`src/rtl/ascon_bd_block_bridge.sv`:
```
// ascon_bd_block_bridge
// Host-side bridge between a wide block stream and the 16-bit toggle-handshake
// port of ascon_engine. A block of up to BLOCK_W bits is sent as 16-bit beats,
// MSB-first. The engine's responses can optionally be collected into a wide,
// left-aligned result.
//
// Ports:
//   clk, rst                     clock, synchronous active-high reset
//   s_valid/s_ready              block input handshake
//   s_data, s_beats              block payload (MSB-first) and beat count
//   s_cmd, s_mode, s_collect     command code, mode bits, collect-response flag
//   m_valid/m_ready              result handshake
//   m_data, m_beats              collected beats (left-aligned) and their count
//   bd_in_data/bd_in_config      beat and config to the engine
//   bd_out_data/bd_out_config    response and ack toggle (bit 2) from the engine
//   busy                         block in progress (not idle)
//   err, err_clr                 sticky handshake-watchdog error and its clear
module ascon_bd_block_bridge #(
  parameter int unsigned BLOCK_W        = 128,
  parameter int unsigned CNT_W          = $clog2(BLOCK_W / 16 + 1),
  parameter int unsigned TIMEOUT_CYCLES = 1024
) (
  input  logic               clk,
  input  logic               rst,
  input  logic               s_valid,
  output logic               s_ready,
  input  logic [BLOCK_W-1:0] s_data,
  input  logic [CNT_W-1:0]   s_beats,
  input  logic [3:0]         s_cmd,
  input  logic [3:0]         s_mode,
  input  logic               s_collect,
  output logic               m_valid,
  input  logic               m_ready,
  output logic [BLOCK_W-1:0] m_data,
  output logic [CNT_W-1:0]   m_beats,
  output logic [15:0]        bd_in_data,
  output logic [15:0]        bd_in_config,
  input  logic [15:0]        bd_out_data,
  input  logic [15:0]        bd_out_config,
  output logic               busy,
  output logic               err,
  input  logic               err_clr
);

  localparam int unsigned N       = BLOCK_W / 16;
  localparam int unsigned WD_W    = (TIMEOUT_CYCLES > 1) ? $clog2(TIMEOUT_CYCLES) : 1;
  localparam logic [CNT_W-1:0] N_CNT   = CNT_W'(N);
  localparam logic [WD_W-1:0]  WD_LAST = WD_W'(TIMEOUT_CYCLES - 1);

  typedef enum logic [1:0] {
    IDLE = 2'd0,
    WAIT = 2'd1,
    RESP = 2'd2,
    ERR  = 2'd3
  } state_t;

  state_t             state;
  logic               tx_toggle;
  logic               rx_prev;
  logic               collect;
  logic [BLOCK_W-1:0] shift_reg;
  logic [BLOCK_W-1:0] resp;
  logic [CNT_W-1:0]   beat_idx;
  logic [CNT_W-1:0]   beat_cnt;
  logic [WD_W-1:0]    wd_cnt;

  logic               ack_c;
  logic [CNT_W-1:0]   beats_clamped_c;
  logic [BLOCK_W-1:0] resp_next_c;
  logic [BLOCK_W-1:0] resp_aligned_c;
  int unsigned        align_shift_c;

  // Only the ack toggle bit of the engine config is meaningful here
  logic unused_cfg;
  assign unused_cfg = ^{bd_out_config[15:3], bd_out_config[1:0]};

  // Ack detect, count clamp and response shift/alignment
  always_comb begin
    ack_c           = (bd_out_config[2] != rx_prev);
    beats_clamped_c = ((s_beats == '0) || (s_beats > N_CNT)) ? N_CNT : s_beats;
    resp_next_c     = (resp << 16) | BLOCK_W'(bd_out_data);
    align_shift_c   = 16 * (N - 32'(beat_cnt));
    resp_aligned_c  = resp_next_c << align_shift_c;
  end

  // Beat sequencer, response collector and watchdog
  always_ff @(posedge clk) begin
    if (rst) begin
      state        <= IDLE;
      tx_toggle    <= 1'b0;
      rx_prev      <= 1'b0;
      collect      <= 1'b0;
      shift_reg    <= '0;
      resp         <= '0;
      beat_idx     <= '0;
      beat_cnt     <= '0;
      wd_cnt       <= '0;
      s_ready      <= 1'b0;
      m_valid      <= 1'b0;
      m_data       <= '0;
      m_beats      <= '0;
      bd_in_data   <= '0;
      bd_in_config <= '0;
      busy         <= 1'b0;
      err          <= 1'b0;
    end else begin
      if (err_clr) begin
        err <= 1'b0;
      end

      case (state)
        IDLE: begin
          if (s_valid && s_ready) begin
            beat_cnt     <= beats_clamped_c;
            collect      <= s_collect;
            tx_toggle    <= ~tx_toggle;
            bd_in_data   <= s_data[BLOCK_W-1 -: 16];
            shift_reg    <= s_data << 16;
            bd_in_config <= {5'd0, s_cmd, (beats_clamped_c == CNT_W'(1)), 1'b0, s_mode, ~tx_toggle};
            beat_idx     <= CNT_W'(1);
            resp         <= '0;
            wd_cnt       <= '0;
            s_ready      <= 1'b0;
            busy         <= 1'b1;
            state        <= WAIT;
          end else begin
            s_ready <= 1'b1;
          end
        end

        WAIT: begin
          // An ack in the expiry cycle takes priority over the watchdog
          if (ack_c) begin
            rx_prev <= ~rx_prev;
            wd_cnt  <= '0;
            if (collect) begin
              resp <= resp_next_c;
            end
            if (!bd_in_config[6]) begin
              tx_toggle       <= ~tx_toggle;
              bd_in_data      <= shift_reg[BLOCK_W-1 -: 16];
              shift_reg       <= shift_reg << 16;
              bd_in_config[6] <= (beat_idx == beat_cnt - CNT_W'(1));
              bd_in_config[0] <= ~tx_toggle;
              beat_idx        <= beat_idx + CNT_W'(1);
            end else if (collect) begin
              m_valid <= 1'b1;
              m_data  <= resp_aligned_c;
              m_beats <= beat_cnt;
              state   <= RESP;
            end else begin
              s_ready <= 1'b1;
              busy    <= 1'b0;
              state   <= IDLE;
            end
          end else if (TIMEOUT_CYCLES != 0) begin
            if (wd_cnt == WD_LAST) begin
              err   <= 1'b1;
              state <= ERR;
            end else begin
              wd_cnt <= wd_cnt + WD_W'(1);
            end
          end
        end

        RESP: begin
          if (m_ready) begin
            m_valid <= 1'b0;
            s_ready <= 1'b1;
            busy    <= 1'b0;
            state   <= IDLE;
          end
        end

        ERR: begin
          // Toggles are kept so the engine handshake stays aligned
          if (err_clr) begin
            s_ready <= 1'b1;
            busy    <= 1'b0;
            state   <= IDLE;
          end
        end

        default: begin
          state <= IDLE;
        end
      endcase
    end
  end

endmodule

```
`config.mk`:
```
export PLATFORM = sky130hd
export DESIGN_NAME = ascon_bd_block_bridge
export DESIGN_NICKNAME = d
export VERILOG_FILES = /design/src/rtl/ascon_bd_block_bridge.sv
export SDC_FILE = /design/constraint.sdc
export NUM_CORES = 1
export LEC_CHECK = 0
export CAP_MARGIN = 20
export CORE_ASPECT_RATIO = 0.7
export CORE_MARGIN = 2
export CORE_UTILIZATION = 30
export DETAILED_ROUTE_END_ITERATION = 12
export PLACE_DENSITY = 0.47
export REMOVE_ABC_BUFFERS = 1
export SETUP_SLACK_MARGIN = 0.4
export SYNTH_ARGS = -nofsm -noshare
export SYNTH_HDL_FRONTEND = slang
export SYNTH_SLANG_ARGS = --single-unit
```
`constraint.sdc`:
```
create_clock -name clk -period 3.92 [get_ports clk]
set_input_delay 0.784 -clock clk [delete_from_list [all_inputs] [get_ports clk]]
set_output_delay 0.784 -clock clk [all_outputs]
set_load 0.02 [all_outputs]
```
* Word level (Yosys, flattened, before mapping) *
Cells that the tools add are included.

storage, ports and cells
  register bits after elaboration = 425
  input port bits = 178
  logic and storage cells = 123

cells by class
  add/sub/neg operators = 4
  magnitude comparators = 1
  eq/ne operators = 18
  shift-type cells = 1
  mux-type cells = 60
  bitwise logic cells = 3
  reduce and logical (&&, ||, !) cells = 17

operator list
  operator                 number
  $mux W128                3
  $mux W112                3
  $pmux W128 S2            1
  $pmux W112 S2            1
  $or A128 B16 Y128        1
  $shl A128 B32 Y128       1
  $mux W16                 3
  $pmux W16 S2             1
  $mux W10                 3
  $mux W1                  24
  $pmux W10 S2             1
  $mux W4                  4
  $ne A2 B2 Y1 const B     8
  $reduce_and A5 Y1        3
  $mux W2                  7
  $reduce_and A4 Y1        3
  $add A10 B1 Y10 const B  1
  $eq A10 B10 Y1 const B   1
  $ne A3 B3 Y1 const B     3
  $pmux W1 S2              4
  $pmux W1 S4              2
  $pmux W2 S4              1
  $pmux W4 S2              1
  $mux W7                  1
  18 further kinds         23

* Depth between registers and ports, before layout *
Gate-level depths: netlist of run 1.

  word-level depth = 6
  depth in mapped cells = 12
  gate-level depth less buffers = 7

* Least setup slack after synthesis of run 1 *
Ideal clock, no wire load.

  path kind = register -> register
  from = register beat_cnt[0]
  to = register m_data[125]
  arrival time = 2282 ps
  data required time = 3792 ps
  path slack = 1511 ps
  cell stages (with the launch flop) = 12
  path buffers = 4
  clock period less this slack = 2409 ps
  path through = dfxtp_1 -> buf_2 -> buf_4 -> inv_2 -> ha_1 -> buf_2 -> buf_2 -> mux2i_1 -> mux2i_1 -> a32oi_1 -> a2bb2oi_1 -> nor2_1

on the way
  cells in the longest elaborated chain, start to end = 2

RTL lines
  what                    RTL line  RTL
  from (decl)             64        logic [CNT_W-1:0] beat_cnt;
  from (signal assigned)  114       beat_cnt <= beats_clamped_c;
  $sub A4 B4 Y5           82        align_shift_c = 16 * (N - 32'(beat_cnt));
  $shl A128 B32 Y128      83        resp_aligned_c = resp_next_c << align_shift_c;
  to (signal assigned)    148       m_data <= resp_aligned_c;
  to (decl)               34        output logic [BLOCK_W-1:0] m_data,

Every way passes these cells.
A chain may end at the register's enable or synchronous reset.

* Worst setup path after layout of run 1 *
  from = register beat_cnt[0]
  to = register m_data[82]

The elaborated chain is that of the path after synthesis.

==> summary.md, run 1 <==
The worst setup path is captured at a flip-flop. Met1 usage: 0.2770. For the pin with the worst max-slew slack, the measured transition is 0.9678 ns.

The die covers 0.06435 mm^2. The initial antenna violation count was 5. The tools report the setup skew after layout as 0.03339 ns. Setup repair after global routing left no endpoint under its margin. The worst-case vdd ir drop came out at 0.0004317 V. The effective utilization at floorplan is 0.3038, and the final number of setup-violating endpoints is 0. The peak fanout along the critical path is 13.

Global-route track usage on met3: 0.03938. The library cell used most frequently in the layout, excluding fill and tap cells, is sky130_fd_sc_hd__dfxtp_1. For the worst setup path, the data required time is 4.46 ns. Clock latency on the worst-skew pair, taken at its later pin, is 0.60 ns. The final routed wire length divided by cell count is 19.58 um, and the final global-route overflow total is 0. After clock tree synthesis, the clock-pin slew on the worst setup and hold paths is 0.06 ns. The final clock period utilization by the worst path was 0.7323; the cts-stage hold buffer count was 0.

In this run the post-CTS setup repair buffer count came out at 0. The horizontal extent of the die is 302.3 um, and the instance count of the mapped netlist is 2248. Gates resized during post-CTS repair numbered 0. The run gives 0 as the total count of hold-check failures in the final report.

The sequential element share of the synthesized area is 0.4380. Post-route minimum period: 2.871 ns. The most utilized layer in the global route result is met2.

In this design, the stage delay of the slowest critical-path cell is 0.65 ns. By area the synthesized netlist is led by sky130_fd_sc_hd__dfxtp_1, sky130_fd_sc_hd__nand2_1, sky130_fd_sc_hd__a22oi_1. After floorplanning, the core was sized to cover 0.06152 mm^2. The run gives 160 as the largest net degree at the start of global routing. The count of buffers inserted at the top-level ports was 324; the count of boundary I/O pins was 346.

The area growth from synthesis to layout is 28.37%. Summing internal, switching and leakage power gives 12.71 mW. The clock drives 409 sinks.

The share of final-layout standard cells stronger than drive strength 1 came out at 0.06290. For the worst slew margin relative to its limit, the log shows 0.3548. After detailed routing, the number of remaining DRC violations is 0. The tools report the post-route antenna net violation count as 0.

Across all layers, the routed design uses 17540 vias. TritonCTS built the clock tree. Walking the worst path, the cells encountered are inv_2 > ha_4 > xor2_4 > nand2_1 > o32ai_1 > a22o_1. In the layout the commonest cells are sky130_fd_sc_hd__dfxtp_1, sky130_fd_sc_hd__nand2_1, sky130_fd_sc_hd__clkdlybuf4s50_1.

The number of maximum-capacitance violations came out at 0. The critical path in this run is classified as flip-flop to flip-flop. The logs give 0.2879 for the met2 layer usage reported by global route and 0.01869 mm^2 for the combined area of all synthesized cells. The H-tree generated during clock tree synthesis spans 2 levels. The highest clock frequency the design can meet is 348.3 MHz. The wire length reported by the detailed router is 64670 um.

The tools report the half-perimeter wire length after placement as 41950 um. The leading register cell type out of synthesis is sky130_fd_sc_hd__dfxtp_1. The number of global-route vias before repair came out at 16470. Nature of the critical path startpoint: a flip-flop. The mean number of vias per cell is 5.311, and the overall die height is 212.8 um. Critical path's slowest cell: sky130_fd_sc_hd__nand2_1. For the data arrival time at the worst-slack endpoint, the log shows 3.41 ns. Number of max-slew violations in the final report: 0. The number of warnings issued by yosys is 0, and the net count reported at finish is 2632.

The share of the synthesized area in the top cell type is 0.4380, and the total track usage is 0.1927. The count of buffering cells on the critical path with inverters included works out to 1. The logs give 76 for the number of core rows and 46 for the number of buffers added by the clock tree synthesis step. The post-synthesis sequential element count is 409, and the count of different cell masters after synthesis is 67.

The run gives 8.010 nW as the reported leakage power. The flow ran to the end, and the final reports show no timing, DRC or antenna violations. The cell sitting at the root of the clock tree is a sky130_fd_sc_hd__clkbuf_16.

The power density over the cells was 529.6 mW/mm^2; the number of filler cells placed in the layout was 6249. The min-delay analysis places its worst path in the category flip-flop to flip-flop. The tools report the count of TritonRoute iterations in the first routing pass as 5. The mean instance size in the synthesized netlist came out at 8.315 um^2. The first global-routing pass estimated 97740 um of wire. Routability-driven placement finished with a final weighted congestion of 0.7972. The register with the most flip-flops in the layout has 128 of them. The tools report the final design utilization as 0.3900. Among cell families on the critical path, the largest total delay comes from compound AO/OA/AOI/OAI gates. The number of enable-type register cells in the synthesized netlist works out to 0. The leading area contributor after synthesis is sky130_fd_sc_hd__dfxtp_1. The first routing iteration left 1166 violations. The number of buffers on the longest clock path is 3. The share of async-settable or async-resettable flops after synthesis came out at 0.
tightest hold or removal path: cells and delay by family (launching register included):
family	cells	cell delay, ns
AOI/OAI and AO/OA	1	0.05
and+or+nand+nor	1	0.05
DFF	1	0.30
synthesized netlist by cell type, drive strengths merged (3+ instances only):
cell,count
o32ai,13
o31ai,3
a32oi,4
xor2,8
o22ai,17
nor3b,4
and2,3
inv,20
a311oi,130
dfxtp,409
mux2,5
mux2i,125
nand2b,3
a31oi,31
a22oi,179
ha,4
a41oi,3
xnor2,4
a22o,12
nor2,322
nand4,3
nor3,62
a211oi,31
a21o,12
mux4,5
nand3,26
a2bb2oi,6
buf,105
a21oi,110
or3,18
o21ai,49
clkbuf,125
nand2,377
final timing paths:
path,startpoint,endpoint,slack (ns),cells after the start
min,bd_in_config[1],bd_in_config[1],0.45,2
max reg2reg,beat_cnt[0],m_data[82],1.05,6
min reg2reg,bd_in_config[1],bd_in_config[1],0.45,2
max,beat_cnt[0],m_data[82],1.05,6
stage by stage:
stage	setup slack (ns)	TNS (ns)	cells	area, um^2	hold slack [ns]
final	1.049	0	3302	23990	0.4520
after global routing	0.9550	0	3302	23990	0.4677
after CTS	1.039	0	3299	23990	0.4557
after detailed placement	0.5250	0	3221	22570	0.4476
after global placement	0.6166	0	3221	22570	0.4419
after floorplan	-6.297	-1303.83	2023	17600	0.4299
cell families after synthesis:
family,count (synthesis),synth area share
other,1,0.0002006
adder cells (fa/ha/maj),4,0.002678
buffers and inverters,251,0.06359
multiplexers,135,0.07598
AND/OR/NAND/NOR,830,0.1809
XOR/XNOR,12,0.006427
flip-flops,409,0.4380
AO/OA/AOI/OAI,606,0.2322
layer usage:
metal  wire [um]  share of wire
met4        1668          0.026
met3        3618          0.056
met1       30930           0.48
met2       28440           0.44
met5          10        0.00015
layout make-up:
| class | instances | area, um^2 | share of cell area |
|---|---|---|---|
| well taps | 819 | 1025 | 0.04271 |
| diodes | 3 | 7.507 | 0.0003129 |
| clock buffers | 68 | 1345 | 0.05606 |
| clock inverters | 10 | 72.57 | 0.003024 |
| repair buffers | 379 | 3836 | 0.1599 |
| multi-input cells | 1593 | 9437 | 0.3933 |
| inverters | 21 | 78.83 | 0.003285 |
| flip-flops and latches | 409 | 8193 | 0.3415 |
power by group:
part	leakage [nW]	switching, mW	internal (mW)
Clock	0.703	1.78	2.36
Combinational	3.99	2.27	1.25
Sequential	3.32	0.327	4.72
(Power assumes the default switching activity.)
==> run 2: changes to the inputs <==
Clock period 3.92 ns to 2.9 ns, I/O delays scaled along.
==> summary.md, run 2 (synthesized netlist as in run 1, its figures left out) <==
In the layout the commonest cells are sky130_fd_sc_hd__dfxtp_1, sky130_fd_sc_hd__nand2_1, sky130_fd_sc_hd__clkdlybuf4s50_1. Leaving out fill and tap cells, the most frequent cell in the layout is sky130_fd_sc_hd__dfxtp_1. The tools report the post-place setup slack as 0.1784 ns (-0.3466 ns). The critical path's slowest cell was sky130_fd_sc_hd__clkdlybuf4s50_1. The worst register-to-register path begins at beat_cnt[1].

The number of H-tree levels came out at 2 (unchanged). Family with the most delay on the worst path: buffers and inverters. The placed standard-cell area was 0.02299 mm^2 (+1.9%); the number of buffers on the longest clock path was 3 (unchanged). The logs give 0.62 ns (+0.02 ns) for the latest clock arrival within the worst-skew pair and 0.337 (+0.011) for the clock network power share. The switching share of power is 0.3387 (-0.005592), and the final routed wire length divided by cell count is 19.47 um (-0.60%). The horizontal extent of the die was 302.3 um (unchanged).

The count of TritonRoute iterations in the first routing pass is 5 (unchanged), and the reported leakage power is 8.279 nW (+3.4%). For the total vias in the final route, the log shows 17520 (-0.11%). Compared with the post-synthesis result, the final layout area differs by 31.39%. Number of maximum-capacitance violations: 0 (unchanged). The number of buffers added by the clock tree synthesis step is 45 (-2.2%). Placed cell count: 3247 (+0.81%). The actual slew at the worst max-slew pin works out to 0.5475 ns (-0.4202 ns). Worst setup path startpoint: m_data[97]. Based on the critical path, the design can be clocked at up to 421.4 MHz.

The share of total power in sequential cells is 0.379 (-0.018), and the internal cell power is 11.90 mW (+43%). The summed area of non-filler cells in the final layout is 0.02456 mm^2 (+2.4%). The largest net degree at the start of global routing was 108 (-33%); the setup skew after layout was 0.03939 ns (+0.006005 ns). The effective utilization at floorplan was 0.3038 (unchanged). Overall die height: 212.8 um (unchanged). The final design utilization was 0.3992 (+0.009172); the initial DRC count was 1254 (+7.5%).

The tools report the final global-route overflow total as 0 (unchanged). The critical path goes through clkdlybuf4s50_1. The run gives 0 (unchanged) as the final number of setup-violating endpoints. The net count reported at finish is 2659 (+1.0%). The overall power is 17.99 mW (+42%), and the total count of hold-check failures in the final report is 0 (unchanged).

For the worst slew margin relative to its limit, the log shows 0.6350 (+0.2802). The clock-pin slew reported for the worst setup and hold paths after clock tree synthesis was 0.06 ns (about the same); the mean number of vias per cell was 5.262 (-0.92%). Required time of the critical path: 2.32 ns (-2.14 ns).

In this run the most critical hold path is launched from rst. For the worst-case vdd ir drop, the log shows 0.0007586 V (+76%). The count of boundary I/O pins is 346 (unchanged), and the final instance count without filler cells is 3329 (+0.82%). The count of buffers inserted at the top-level ports was 324 (unchanged). The count of buffering cells on the critical path with inverters included works out to 1 (unchanged). The minimum setup slack in the final design was 0.5271 ns (-0.5221 ns); the die footprint was 0.06435 mm^2 (unchanged). The total track usage was 0.1933 (+0.0006233); the post-route antenna net violation count was 0 (unchanged). The initial antenna violation count is 2 (-3), and the power density over the cells is 732.6 mW/mm^2 (+38%). The share of final-layout standard cells stronger than drive strength 1 came out at 0.07692 (+0.01402). The run gives 0 (unchanged) as the number of max-slew violations in the final report. The endpoint kind of the worst setup timing path is a primary output. Setup repair after global routing left no endpoint under its margin. The peak fanout along the critical path was 2 (-11); the post-route minimum period was 2.373 ns. The tools report the part of the power in combinational logic as 0.284 (+0.007). Number of global-route vias before repair: 16360 (-0.72%). The TritonCTS sink count is 409 (unchanged). The core footprint is 0.06152 mm^2 (unchanged). The cts-stage hold buffer count came out at 0 (unchanged). The power dissipated by switching net loads was 6.094 mW (+39%); the final clock period utilization by the worst path was 0.8182.

The tools report the data arrival time at the worst-slack endpoint as 1.79 ns (-1.62 ns). The final weighted congestion in routability-driven placement is 0.8043 (+0.89%). The first-pass GRT wire length is 97590 um (-0.15%). The number of flip-flops in the largest register is 128 (unchanged), and the count of unresolved DRC violations after routing is 0 (unchanged). The flow ran to the end, and the final reports show no timing, DRC or antenna violations. The path class of the tightest hold or removal check is input port to flip-flop. The nature of the critical path startpoint is a flip-flop. The tools report the half-perimeter wire length after placement as 43240 um (+3.1%).

For the wire length reported by the detailed router, the log shows 64800 um (+0.21%). The cell sitting at the root of the clock tree is a sky130_fd_sc_hd__clkbuf_16. TritonCTS built the clock tree. The largest stage delay on the critical path came out at 0.67 ns (+0.02 ns). The class of the most critical setup path is flip-flop to primary output.

For the number of core rows, the log shows 76 (unchanged).
run 2: cell types whose count changed in the layout (fill, tap and decap cells not counted), moves of 2 or more:
| cell | change |
|---|---|
| sky130_fd_sc_hd__bufinv_16 | +4 |
| sky130_fd_sc_hd__diode_2 | -2 |
| sky130_fd_sc_hd__buf_4 | +10 |
| sky130_fd_sc_hd__clkinv_2 | -2 |
| sky130_fd_sc_hd__clkbuf_8 | +2 |
| sky130_fd_sc_hd__buf_12 | +18 |
| sky130_fd_sc_hd__nand2_1 | -2 |
| sky130_fd_sc_hd__clkbuf_1 | -5 |
| sky130_fd_sc_hd__clkinv_4 | +2 |
| sky130_fd_sc_hd__nand2_2 | +2 |
run 2: final timing paths:
path              cells past startpoint           to  slack, ns
setup / recovery                      1   m_data[97]       0.53
setup reg to reg                      8  m_data[116]       0.55
hold / removal                        2     resp[23]       0.38
hold reg to reg                       2   m_data[72]       0.45
run 2: metal layers:
metal  share of wire  vias to the layer above  global-route usage
li1                -                     8523                   -
met1            0.49                     8518              0.2890
met2            0.43                      389              0.2804
met3           0.051                       84             0.03398
met4           0.023                        2             0.05685
met5         0.00025                        -                   0
run 2: layout make-up:
class | count | area (um^2)
repair buffers | 407 | 4272
well taps | 819 | 1025
fillers | 6178 | 36970
clock buffers | 64 | 1329
inverters | 21 | 78.83
multi-input cells | 1593 | 9447
flip-flops and latches | 409 | 8194
clock inverters | 15 | 211.5
diodes | 1 | 2.502
run 2: metrics by stage:
stage,setup TNS [ns],hold slack [ns]
after floorplan,-1691.87,0.4299
after global placement,0,0.4431
after detailed placement,0,0.4461
after CTS,0,0.3502
after global routing,0,0.3949
final,0,0.3772
run 2: what timing repair did:
action / 4_1_cts / 5_1_grt
pin swaps: 0 / 0
gates resized for setup: 3 / 2
setup buffers: 0 / 2
endpoints found under the setup margin: 22 / 16
run 2: power by group through the flow:
stage | combinational [mW] | clock, mW | sequential [mW]
6_report | 5.12 | 6.06 | 6.82
5_1_grt | 5.67 | 6.45 | 6.91
4_1_cts | 5.15 | 6.25 | 6.82
3_5_place_dp | 5.12 | 0 | 6.93
3_3_place_gp | 5.06 | 0 | 6.90
2_1_floorplan | 3.00 | 0 | 7.04
